$ cat config.mk
export PLATFORM = sky130hd
export DESIGN_NAME = addn_reduce
export DESIGN_NICKNAME = d
export VERILOG_FILES = /design/src/rtl/addn_reduce.sv
export SDC_FILE = /design/constraint.sdc
export NUM_CORES = 1
export LEC_CHECK = 0
export ABC_AREA = 0
export ABC_CLOCK_PERIOD_IN_PS = 7900
export BUFFER_PORTS_ARGS = -buffer_cell sky130_fd_sc_hd__buf_2
export CORE_AREA = 5 5 201 203
export CTS_BUF_LIST = sky130_fd_sc_hd__clkbuf_4
export CTS_CLUSTER_SIZE = 12
export DETAILED_ROUTE_END_ITERATION = 8
export DIE_AREA = 0 0 206 208
export GPL_ROUTABILITY_DRIVEN = 1
export GPL_TIMING_DRIVEN = 1
export PLACE_DENSITY = 0.52
export SYNTH_ARGS = -nofsm -noshare
export SYNTH_HDL_FRONTEND = slang
export SYNTH_SLANG_ARGS = --single-unit
$ cat constraint.sdc
create_clock -name clk -period 7.9 [get_ports clk]
set_input_delay 0 -clock clk [delete_from_list [all_inputs] [get_ports clk]]
set_output_delay 0 -clock clk [all_outputs]
set_load 0.01 [all_outputs]
$ cat src/rtl/addn_reduce.sv
// Multi-operand adder: latches N_IN operands on r_enable and reduces them pairwise
// with N_ADD shared ACC_W-bit adders, one reduction step per clock.
module addn_reduce #(
  parameter int N_IN   = 7,
  parameter int N_ADD  = 2,
  parameter int DATA_W = 64,
  parameter int ACC_W  = 13
) (
  input  logic                     clk,
  input  logic                     rst,
  input  logic                     r_enable,
  input  logic                     sat_en,
  input  logic [N_IN*DATA_W-1:0]   init_vec,
  output logic                     busy,
  output logic                     w_enable,
  output logic [DATA_W-1:0]        result,
  output logic                     ovf
);

  localparam int CNT_W = $clog2(N_IN + 1);
  localparam int IDX_W = (N_IN > 1) ? $clog2(N_IN) : 1;

  typedef enum logic [1:0] {S_IDLE, S_REDUCE, S_DONE} state_e;

  state_e              state_q, state_d;
  logic [ACC_W-1:0]    opr_q [N_IN];
  logic [ACC_W-1:0]    opr_d [N_IN];
  logic [CNT_W-1:0]    cnt_q, cnt_d;
  logic                sat_q, sat_d;
  logic                busy_q, busy_d;
  logic                wen_q, wen_d;
  logic                ovf_q, ovf_d;
  logic [DATA_W-1:0]   result_q, result_d;
  int                  step_p;

  logic [ACC_W-1:0]    pair_val [N_IN];
  logic                pair_cy  [N_IN];
  logic                unused_init_hi;

  // Operand bits above ACC_W are dropped at load.
  assign unused_init_hi = ^init_vec;

  // Adder j always combines slots 2j and 2j+1; the step only decides which results are kept.
  for (genvar j = 0; j < N_IN; j++) begin : g_pair
    if (j < N_ADD && 2*j + 1 < N_IN) begin : g_add
      logic [ACC_W:0] sum;
      assign sum         = {1'b0, opr_q[2*j]} + {1'b0, opr_q[2*j+1]};
      assign pair_cy[j]  = sum[ACC_W];
      assign pair_val[j] = (sum[ACC_W] && sat_q) ? {ACC_W{1'b1}} : sum[ACC_W-1:0];
    end else begin : g_none
      assign pair_cy[j]  = 1'b0;
      assign pair_val[j] = '0;
    end
  end

  always_comb begin
    // NOTE: every output of this block gets a default first, so no path can infer a latch.
    state_d  = state_q;
    opr_d    = opr_q;
    cnt_d    = cnt_q;
    sat_d    = sat_q;
    busy_d   = busy_q;
    wen_d    = wen_q;
    ovf_d    = ovf_q;
    result_d = result_q;
    step_p   = (int'(cnt_q) / 2 < N_ADD) ? int'(cnt_q) / 2 : N_ADD;

    if (r_enable) begin
      for (int i = 0; i < N_IN; i++) opr_d[i] = init_vec[i*DATA_W +: ACC_W];
      cnt_d = CNT_W'(N_IN);
      sat_d = sat_en;
      ovf_d = 1'b0;
      wen_d = 1'b0;
      if (N_IN == 1) begin
        state_d = S_DONE;
        busy_d  = 1'b0;
      end else begin
        state_d = S_REDUCE;
        busy_d  = 1'b1;
      end
    end else begin
      case (state_q)
        S_REDUCE: begin
          // NOTE: blocking assignments here let opr_d/cnt_d be read back within the same step.
          for (int j = 0; j < N_IN; j++) begin
            if (j < step_p) begin
              opr_d[j] = pair_val[j];
              if (pair_cy[j]) ovf_d = 1'b1;
            end else if (j + step_p < N_IN) begin
              opr_d[j] = opr_q[IDX_W'(j + step_p)];
            end
          end
          cnt_d = cnt_q - CNT_W'(step_p);
          if (cnt_d == CNT_W'(1)) begin
            state_d  = S_DONE;
            busy_d   = 1'b0;
            wen_d    = 1'b1;
            result_d = DATA_W'(opr_d[0]);
          end
        end
        S_DONE: begin
          // Only reached with w_enable low when a single operand skipped REDUCE.
          if (!wen_q) begin
            wen_d    = 1'b1;
            result_d = DATA_W'(opr_q[0]);
          end
        end
        default: ;
      endcase
    end
  end

  always_ff @(posedge clk) begin
    if (rst) begin
      state_q  <= S_IDLE;
      cnt_q    <= '0;
      sat_q    <= 1'b0;
      busy_q   <= 1'b0;
      wen_q    <= 1'b0;
      ovf_q    <= 1'b0;
      result_q <= '0;
    end else begin
      state_q  <= state_d;
      cnt_q    <= cnt_d;
      sat_q    <= sat_d;
      busy_q   <= busy_d;
      wen_q    <= wen_d;
      ovf_q    <= ovf_d;
      result_q <= result_d;
    end
  end

  // NOTE: operand storage is not reset; state and cnt keep stale contents from being used.
  always_ff @(posedge clk) begin
    opr_q <= opr_d;
  end

  assign busy     = busy_q;
  assign w_enable = wen_q;
  assign result   = result_q;
  assign ovf      = ovf_q;

endmodule

# Word-level counts from Yosys, hierarchy flattened
# Cells that the tools add are included.
[totals] inputBits=452 regBits=164 out_inout_bits=67 elab_cells=138
[classes] n_reduce_logical=22 n_eq_ne=5 addsub=9 bitwise_logic=8 mux=57 n_lt_le_gt_ge=22
[ops] cell="13-bit 2-to-1 mux" count=30
[ops] cell="13-bit binary-select mux with 3-bit select" count=7
[ops] cell="32-bit by 4-bit < comparator with 1-bit output (second input constant)" count=6
[ops] cell="91-bit 2-to-1 mux" count=2
[ops] cell="64-bit 2-to-1 mux" count=2
[ops] cell="64-bit one-hot mux with 2 select lines" count=1
[ops] cell="13-bit by 13-bit adder with 14-bit output" count=2
[ops] cell="3-bit by 4-bit >= comparator with 1-bit output (second input constant)" count=7
[ops] cell="3-bit NOT" count=6
[ops] cell="2-bit AND reduction" count=9
[ops] cell="3-bit nonzero test" count=6
[ops] cell="3-bit by 2-bit adder with 4-bit output (first input constant)" count=3
[ops] cell="1-bit 2-to-1 mux" count=11
[ops] cell="3-bit by 2-bit < comparator with 1-bit output (first input constant)" count=3
[ops] cell="2-bit by 2-bit adder with 3-bit output (first input constant)" count=2
[ops] cell="3-bit 2-to-1 mux" count=2
[ops] cell="2-bit nonzero test" count=3
[ops] cell="1-bit by 2-bit < comparator with 1-bit output (first input constant)" count=2
[ops] cell="2-bit < comparator (first input constant)" count=2
[ops] cell="2-bit inequality test (second input constant)" count=2
[ops] cell="4-bit AND reduction" count=1
[ops] cell="1-bit by 2-bit adder with 3-bit output (first input constant)" count=1
[ops] cell="3-bit by 1-bit == test with 1-bit output (second input constant)" count=1
[ops] cell="2-bit by 3-bit < comparator with 1-bit output (second input constant)" count=1
[ops] cell="other kinds (10)" count=11

# Logic depth before layout (Yosys ltp)
# Gate-level depths: netlist of run 1.
[depth] ltp_word=11 ltp_mapped=12 ltp_nobuf=9

# Least setup slack after synthesis of run 1
# No wires, ideal clock.
[synth_path] kind="register to register" from="register cnt_q[2]" to="register opr_q[39] (netlist bit), enable pin" period_less_slack_ns=2.756 t_required_ns=7.548 stages_incl_launch_ff=10 n_path_buf=4 arrival_ns=2.404 setup_slack_ns=5.144 setup_time_ns=0.352 path_cell_list="dfxtp_1 -> inv_1 -> clkbuf_1 -> ha_1 -> buf_2 -> buf_2 -> buf_1 -> nand2_1 -> nand2_1 -> a21o_1"
[synth_via] elab_chain_len=6 word_cells_on_any_way=7 classes_between="add/sub (1); order compare (3); mux (1); reduce/logical (2)"
[synth_lines] item="start, declared" line="28" source="logic [CNT_W-1:0] cnt_q, cnt_d;"
[synth_lines] item="start signal, assigned" line="124" source="cnt_q <= cnt_d;"
[synth_lines] item="2-bit < comparator" line="66" source="step_p = (int'(cnt_q) / 2 < N_ADD) ? int'(cnt_q) / 2 : N_ADD;"
[synth_lines] item="2-bit 2-to-1 mux *" line="66"
[synth_lines] item="2-bit by 2-bit adder with 3-bit output" line="89" source="end else if (j + step_p < N_IN) begin"
[synth_lines] item="32-bit by 4-bit < comparator with 1-bit output" line="89"
[synth_lines] item="3-bit nonzero test (no line) *"
[synth_lines] item="2-bit AND reduction (no line) *"
[synth_lines] item="end signal, assigned" line="135" source="opr_q <= opr_d;"
[synth_lines] item="end, declared" line="26" source="logic [ACC_W-1:0] opr_q [N_IN];"
# Every way passes the cells marked *; elsewhere a longest branch is shown, timed or not.
# A chain may end at the register's enable or synchronous reset.

# Worst setup path in the final report of run 1
[layout_path] from="register cnt_q[2]" to="register result_q[2] (netlist: result[2])"
[layout_via] elab_chain_len=10 word_cells_on_any_way=16 classes_between="add/sub (1); order compare (3); eq/ne (2); mux (8); bitwise (1); reduce/logical (1)"
[layout_lines] item="2-bit < comparator" line="66"
[layout_lines] item="2-bit 2-to-1 mux" line="66"
[layout_lines] item="2-bit NOT with 3-bit output (implied by the code)" line="90" source="opr_d[j] = opr_q[IDX_W'(j + step_p)];"
[layout_lines] item="13-bit binary-select mux with 3-bit select" line="90"
[layout_lines] item="13-bit 2-to-1 mux (implied by the code) (2 in a row)" line="90"
[layout_lines] item="13-bit 2-to-1 mux" line="89"
[layout_lines] item="13-bit 2-to-1 mux" line="86" source="if (j < step_p) begin"
[layout_lines] item="64-bit 2-to-1 mux" line="94" source="if (cnt_d == CNT_W'(1)) begin"
[layout_lines] item="64-bit one-hot mux with 2 select lines" line="82" source="case (state_q)"
[layout_lines] item="end signal, assigned" line="129" source="result_q <= result_d;"
[layout_lines] item="end, declared" line="33" source="logic [DATA_W-1:0] result_q, result_d;"
# Parallel ways exist; a longest one is shown, timed or not. The select of a mux whose other input is x is not followed.

==> results of run 1 <==
-- per-stage QoR --
stage	cells	area, µm²
after global routing	1653	11150
after detailed placement	1543	10070
final	1653	11150
after global placement	1543	10070
after CTS	1653	11150
after floorplan	1031	9459
-- power breakdown --
part,switching (mW),internal [mW],leakage (nW)
registers,0.127,0.743,1.09
logic,0.518,0.406,3.00
clock network,0.227,0.0976,0.0820
-- layout make-up --
class                           count  area [µm²]  share of cell area [%]
Inverter                           12       45.04                  0.4039
Sequential cell                   112        3157                   28.30
Timing Repair Buffer              216        1584                   14.20
Tap cell                          518       648.1                   5.811
Clock inverter                      7       72.57                  0.6507
Multi-Input combinational cell    779        5579                   50.02
Clock buffer                        9       67.56                  0.6058
-- worst paths after layout --
kind                   from        end  slack (ns)  cells after the start
setup / recovery   cnt_q[2]  result[2]        3.71                      9
hold reg to reg   result[9]  result[9]        0.53                      2
setup reg to reg   cnt_q[2]  result[2]        3.71                      9
hold / removal     r_enable  opr_q[48]        0.16                      2
-- critical path: cells and delay by family (launching register included) --
family	cells	cell delay [ns]
XOR/XNOR	1	0.30
buffers and inverters	2	0.79
adder cells (fa/ha/maj)	2	0.49
flip-flops	1	0.76
AND/OR/NAND/NOR	2	0.42
AO/OA/AOI/OAI	2	1.31
-- routing by layer --
layer  GRT usage [%]  vias up  wire length, µm
met5               0        -                0
met4           2.799        0              520
met3           2.772       23             2319
met2           25.36      331            16390
met1           23.86     4318            16830
li1                -     3940                -
-- what timing repair did --
action,in CTS,in global routing
endpoints found under the setup margin,0,0
hold buffers,94,0
endpoints found under the hold margin,108,0
gates resized for setup,0,0
-- kinds of logic (layout without fill, tap and decap cells) --
| family | after synthesis | in the layout | synth area share (%) |
|---|---|---|---|
| xor+xnor | 14 | 14 | 1.322 |
| flops | 112 | 112 | 34.01 |
| fa+ha+maj | 33 | 33 | 4.615 |
| mux | 94 | 94 | 15.37 |
| compound gates | 333 | 333 | 23.97 |
| buf+inv | 140 | 244 | 8.151 |
| other cells | 1 | 51 | 0.04045 |
| simple gates | 254 | 254 | 12.52 |
-- sequential cells by signal, summed over array words and instances, names as in the netlist --
register	cells
cnt_q	3
state_q	2
ovf	1
sat_q	1
opr_q	91
result	13
w_enable	1
-- cells in the final DEF (no fill, tap or decap), types with 25 or more instances in the layout --
cell	netlist	layout
buf_2	22	109
nand2_1	106	106
dlygate4sd3_1	0	94
edfxtp_1	91	91
o21ai_0	83	82
a21oi_1	78	78
nor2_1	66	66
conb_1	1	51
mux2i_1	40	40
mux4_2	37	37
ha_1	31	29
o21a_1	25	25
==> metrics.yaml, run 1 <==
grt_overflow: 0
drt_pass1_iterations: 5
worstMarginPinSlew_ns: 1.209
irDropWorstVdd_mv: 0.07560
yosysTopAreaCellShare_pct: 29.47
cts_sinks: 112
ys_seq_area_share_pct: 34.01
initial_utilization_pct: 24.22
synth_area_um2: 9271
finalHoldViolCount: 0
syn_to_final_growth_pct: 20.30
drv_slew: 0
synth_largest_area_cell: "edfxtp_1"
insertion_delay_ns: 0.54
syn_inst: 981
fin_nets: 1615
die_area_um2: 42850
critPathLaunchType: "register"
die_w_um: 206
crit_fanout: 56
synth-seq-cells: 112
period_minus_slack_ns: 4.191
crit_path_top_delay_cell: "o21ai_1"
synth-edff-count: 91
wl_per_cell_um: 21.82
fin_setup_tns_ns: 0
htreeDepth: 3
grt_pass1_wl_um: 53520
p_leak_nw: 4.179
async_flop_share_pct: 0
n_fill_cell: 4080
grt_max_degree: 71
core_um2: 38290
max_freq_mhz: 238.6
dp_hpwl_um: 25940
cap_violations: 0
yosysUniqueCellTypes: 67
hold_path.class: "in -> reg"
status: "finished, final reports clean"
critPathArrivalTime_ns: 4.64
synth.most_common_cell: "nand2_1"
initialDrtViolationCount: 970
yosys_most_used_dff: "edfxtp_1"
die_h_um: 208
ant_nets: 0
diodes: 0
power_mw: 2.118
cp_cell_sequence: "inv_1 > buf_4 > ha_4 > ha_1 > xor2_1 > nor4_4 > o21ai_1 > nor2_1 > a311oi_1"
critPathKind: "reg -> reg"
drc_errors: 0
core.rowCount: 72
io_pins: 519
p_per_area_nw_per_um2: 189.9
grtUsageTotal_pct: 16.23
cts_root_buf: "clkbuf_4"
yosys-top-cells-count: "nand2_1, edfxtp_1, o21ai_0, a21oi_1, nor2_1"
yosysWarnings: 0
synth_area_leaders: "edfxtp_1, mux4_2, dfxtp_1"
pre_cts_ws_ns: 3.775
fin_ws_ns: 3.709
drive_gt1_share_pct: 17.89
routed_via_density: 5.210
grt_pass1_vias: 8330
clock_skew_ns: 0.03376
postCtsSetupRepairBufs: 0
final_core_util_pct: 29.13
cpPeakStageDelay_ns: 0.96
rsz0062_at_grt: "no"
clk_path_buf_depth: 2
slew_headroom_pct: 18.83
cts-buffers-inserted: 9
setup_viol: 0
vias: 8612
cp.required_ns: 8.35
cts.clk_slew.worst_paths_ns: 0.19
post-route-period-util_pct: 53.05
critPathCaptureType: "register"
avgSynthCellArea_um2: 9.451
cts_tree: "done"
holdWs_ns: 0.1633
numPortBuffers: 110
wirelength_um: 36060
place.gp.congestion: 0.8575
grt_antenna_before_repair: 0
(Power assumes the default switching activity.)
==> run 2: changes to the inputs <==
--- a/config.mk
+++ b/config.mk
@@ -6,7 +6,7 @@
 export NUM_CORES = 1
 export LEC_CHECK = 0
 export ABC_AREA = 0
-export ABC_CLOCK_PERIOD_IN_PS = 7900
+export ABC_CLOCK_PERIOD_IN_PS = 4100
 export BUFFER_PORTS_ARGS = -buffer_cell sky130_fd_sc_hd__buf_2
 export CORE_AREA = 5 5 201 203
 export CTS_BUF_LIST = sky130_fd_sc_hd__clkbuf_4
==> constraint.sdc (replaced) <==
create_clock -name clk -period 4.1 [get_ports clk]
set_input_delay 0 -clock clk [delete_from_list [all_inputs] [get_ports clk]]
set_output_delay 0 -clock clk [all_outputs]
set_load 0.01 [all_outputs]
==> metrics.yaml, run 2 (synthesis results as in run 1) <==
wl_per_cell_um: 22.10
cp_cell_sequence: "ha_1 > and2_1 > a221oi_2 > a21bo_2 > nand3_1 > a221oi_1 > o21ai_0"
grtUsageTotal_pct: 16.68
regMostFlops: "opr_q"
max_freq_mhz: 312.8
cts.clk_slew.worst_paths_ns: 0.22
core_um2: 38290
cpPeakStageDelay_ns: 0.62
initial_utilization_pct: 24.22
final_core_util_pct: 29.37
holdWs_ns: 0.09224
instances_no_fill: 1662
period_minus_slack_ns: 3.197
routed_via_density: 5.196
met2_usage_pct: 25.49
fin_setup_tns_ns: 0
n_fill_cell: 4061
die_h_um: 208
ant_nets: 0
drc_errors: 0
crit_path_top_delay_cell: "a221oi_1"
die_area_um2: 42850
finalHoldViolCount: 0
critPathKind: "reg -> reg"
drt_pass1_iterations: 6
clk_path_buf_depth: 2
layout_commonest_cell: "buf_2"
cts-buffers-inserted: 9
use_met3_pct: 2.709
dp_hpwl_um: 26550
worstMarginPinSlew_ns: 1.165
vias: 8636
syn_to_final_growth_pct: 21.30
io_pins: 519
power_mw: 4.189
cts_sinks: 112
p_per_area_nw_per_um2: 372.5
cts_root_buf: "clkbuf_4"
hold_path.class: "in -> reg"
grt_overflow: 0
grt_pass1_vias: 8525
critPathLaunchType: "register"
grt_pass1_wl_um: 54450
clock_skew_ns: 0.03837
critPathArrivalTime_ns: 3.51
critPathBufInv: 0
crit_fanout: 11
postCtsSetupRepairBufs: 0
place.gp.congestion: 0.8908
core.rowCount: 72
wirelength_um: 36740
grt.busiest_layer: "met2"
drv_slew: 0
grt_max_degree: 85
htreeDepth: 3
cap_violations: 0
cp.required_ns: 4.41
post-route-period-util_pct: 77.97
rsz0062_at_grt: "no"
grt_antenna_before_repair: 1
largest_reg_flops: 91
fin_nets: 1624
numPortBuffers: 110
drive_gt1_share_pct: 18.62
cts_tree: "done"
die_w_um: 206
diodes: 0
p_leak_nw: 4.229
slew_headroom_pct: 22.29
place_inst: 1552
setup_viol: 0
met1_usage_pct: 24.75
layout_common_cells: "buf_2, nand2_1, dlygate4sd3_1"
critPathCaptureType: "register"
critPathTopFamily: "compound AO/OA/AOI/OAI gates"
irDropWorstVdd_mv: 0.1622
initialDrtViolationCount: 863
status: "finished, final reports clean"
insertion_delay_ns: 0.55
[run 2: changes by cell type in the layout (fill, tap and decap cells not counted)]
cell,change
inv_8,+2
inv_6,+1
inv_4,+1
buf_4,+8
inv_1,-1
clkinv_4,-2
inv_2,-1
buf_12,+1
[run 2: stage by stage]
step	setup slack, ns	area (µm²)
global placement	1.034	10150
CTS	0.9767	11250
detailed placement	0.9926	10150
finish	0.9032	11250
floorplan	1.344	9459
global route	0.7654	11250
[run 2: power by group]
part	switching (mW)	internal (mW)
clock	0.470	0.200
sequential	0.242	1.43
combinational	1.05	0.797
[run 2: layer usage]
layer / up-vias / wire (µm)
met5: - / 0
met4: 0 / 742
met3: 33 / 2595
met2: 345 / 16230
met1: 4295 / 17170
li1: 3963 / -
[run 2: worst paths after layout]
check             startpoint         to  slack, ns  depth (start not counted)
setup / recovery   opr_q[81]  opr_q[85]       0.90                          7
hold / removal      r_enable  opr_q[90]       0.09                          3
setup reg to reg   opr_q[81]  opr_q[85]       0.90                          7
hold reg to reg    result[9]  result[9]       0.53                          2
[run 2: worst register-to-register path, stage by stage, from the launching register on]
cell and delay [ns]:
edfxtp_1 0.60, ha_1 0.40, and2_1 0.18, a221oi_2 0.40, a21bo_2 0.23, nand3_1 0.35, a221oi_1 0.62, o21ai_0 0.19
[run 2: layout make-up]
| cell class | instances | area (µm²) | area share (%) |
|---|---|---|---|
| clock inverter | 7 | 85.08 | 0.7566 |
| timing repair buffer | 225 | 1664 | 14.80 |
| sequential | 112 | 3157 | 28.07 |
| tap | 518 | 648.1 | 5.763 |
| multi-input combinational | 779 | 5579 | 49.61 |
| clock buffer | 9 | 67.56 | 0.6008 |
| inverter | 12 | 45.04 | 0.4005 |
[run 2: what timing repair did]
item / 4_1_cts / 5_1_grt
hold buffers: 94 / 0
setup endpoints to repair: 0 / 0
hold endpoints to repair: 108 / 0
resized for setup: 0 / 0
==> run 3: changes to the inputs <==
--- a/config.mk
+++ b/config.mk
@@ -6,7 +6,7 @@
 export NUM_CORES = 1
 export LEC_CHECK = 0
 export ABC_AREA = 0
-export ABC_CLOCK_PERIOD_IN_PS = 4100
+export ABC_CLOCK_PERIOD_IN_PS = 3200
 export BUFFER_PORTS_ARGS = -buffer_cell sky130_fd_sc_hd__buf_2
 export CORE_AREA = 5 5 201 203
 export CTS_BUF_LIST = sky130_fd_sc_hd__clkbuf_4
==> constraint.sdc (replaced) <==
create_clock -name clk -period 3.2 [get_ports clk]
set_input_delay 0 -clock clk [delete_from_list [all_inputs] [get_ports clk]]
set_output_delay 0 -clock clk [all_outputs]
set_load 0.01 [all_outputs]
==> metrics.yaml, run 3 (synthesis results as in run 1) <==
critPathKind: "reg -> reg"
met1_usage_pct: 24.72
rr_endpoint: "opr_q[88]"
numPortBuffers: 110
crit_fanout: 3
ctsResizeCount: 0
htreeDepth: 3
fin_setup_tns_ns: 0
initial_utilization_pct: 24.22
drive_gt1_share_pct: 20.66
grt_overflow: 0
drv_slew: 0
core_um2: 38290
grt_antenna_before_repair: 0
p_leak_nw: 4.381
regMostFlops: "opr_q"
hold_path.class: "in -> reg"
cts_sinks: 112
pre_cts_ws_ns: 0.2546
critPathArrivalTime_ns: 3.28
worst_path_most_repeated_cell: "a211oi_1"
dp_hpwl_um: 27410
ant_nets: 0
wirelength_um: 37350
postCtsSetupRepairBufs: 0
largest_reg_flops: 91
routed_via_density: 5.128
critPathLaunchType: "register"
die_w_um: 206
area.sequential_um2: 3157
worstSetupEndpoint: "opr_q[88]"
critPathCaptureType: "register"
setup_viol: 0
grt_pass1_vias: 8664
p_int_mw: 3.136
cts.clk_slew.worst_paths_ns: 0.24
vias: 8686
period_minus_slack_ns: 2.970
drt_pass1_iterations: 5
cts_root_buf: "clkbuf_4"
worstMarginPinSlew_ns: 0.8763
swShare_pct: 42.41
clk_path_buf_depth: 2
power_frac_clock_pct: 14.8
irDropWorstVdd_mv: 0.2031
critPathBufInv: 0
p_per_area_nw_per_um2: 473.8
fin_ws_ns: 0.2305
cap_violations: 0
rr_worst_depth: 8
cp_cell_sequence: "ha_1 > fa_1 > a211oi_1 > o211ai_1 > a41oi_1 > xnor2_1 > a211oi_1 > o31ai_1"
core.rowCount: 72
drc_errors: 0
post-route-period-util_pct: 92.80
worstReg2RegStart: "opr_q[65]"
syn_to_final_growth_pct: 23.99
worst-path-stages: 8
cts_tree: "done"
layout_common_cells: "buf_2, nand2_1, dlygate4sd3_1"
die_area_um2: 42850
grt_pass1_wl_um: 55210
multi_input_area_um2: 5575
place.gp.congestion: 0.8747
fin_nets: 1656
grt_max_degree: 105
finalHoldViolCount: 0
holdBufCountCts: 95
use_met3_pct: 3.239
cts-buffers-inserted: 9
grtUsageTotal_pct: 16.86
power_frac_comb_pct: 46.9
cpPeakStageDelay_ns: 0.46
status: "finished, final reports clean"
rrSetupSlack_ns: 0.23
pwr-share-seq_pct: 38.3
startpoint: "opr_q[65]"
diodes: 0
met2_usage_pct: 25.45
cp.required_ns: 3.51
max_freq_mhz: 336.8
netSwitchingPower_mw: 2.310
initialDrtViolationCount: 839
insertion_delay_ns: 0.54
clock_skew_ns: 0.04653
rsz0062_at_grt: "no"
slew_headroom_pct: 40.97
critPathTopFamily: "compound AO/OA/AOI/OAI gates"
die_h_um: 208
layout_commonest_cell: "buf_2"
grt.busiest_layer: "met2"
crit_path_top_delay_cell: "edfxtp_1"
wl_per_cell_um: 22.05
io_pins: 519
n_fill_cell: 4050
[run 3: power by group through the flow]
stage	sequential (mW)	combinational, mW	clock, mW
2_1_floorplan	2.00	1.68	0
3_3_place_gp	2.11	2.40	0
3_5_place_dp	2.11	2.42	0
4_1_cts	2.08	2.53	0.822
5_1_grt	2.10	2.79	0.868
6_report	2.09	2.55	0.805
[run 3: stage by stage]
stage	hold slack (ns)	total power [mW]	cells	utilization (%)	area, µm²
after floorplan	0.1474	3.684	1031	-	9459
after global placement	0.2393	4.514	1583	27.18	10410
after detailed placement	0.2442	4.529	1583	27.18	10410
after CTS	0.03826	5.428	1694	30.03	11500
after global routing	0.09586	5.759	1694	30.03	11500
final	0.05780	5.446	1694	30.03	11500
[run 3: per-layer routing]
layer	routed length (µm)	vias to the layer above
met5	0	-
met4	963	0
met3	2715	41
met2	16390	330
met1	17280	4289
li1	-	4026
[run 3: worst register-to-register path, cell delays in order, from the launching register on]
cell and delay (ns):
edfxtp_1 0.46, ha_1 0.25, fa_1 0.44, a211oi_1 0.36, o211ai_1 0.23, a41oi_1 0.30
xnor2_1 0.14, a211oi_1 0.42, o31ai_1 0.15
[run 3: cell type report]
type	count	area share, %
multi-input combinational	779	48.50
inverter	12	0.3918
tap	518	5.638
clock inverter	7	0.6204
clock buffer	9	0.5877
sequential	112	27.46
timing repair buffer	257	16.80
[run 3: how the worst min path moves through the flow]
stage | from | endpoint | slack [ns] | depth (start not counted)
after floorplan | sat_en | sat_q | 0.15 | 2
after global placement | sat_en | sat_q | 0.24 | 3
after detailed placement | sat_en | sat_q | 0.24 | 3
after CTS | r_enable | opr_q[66] | 0.04 | 2
after global routing | r_enable | opr_q[65] | 0.1 | 2
final | r_enable | opr_q[66] | 0.06 | 2
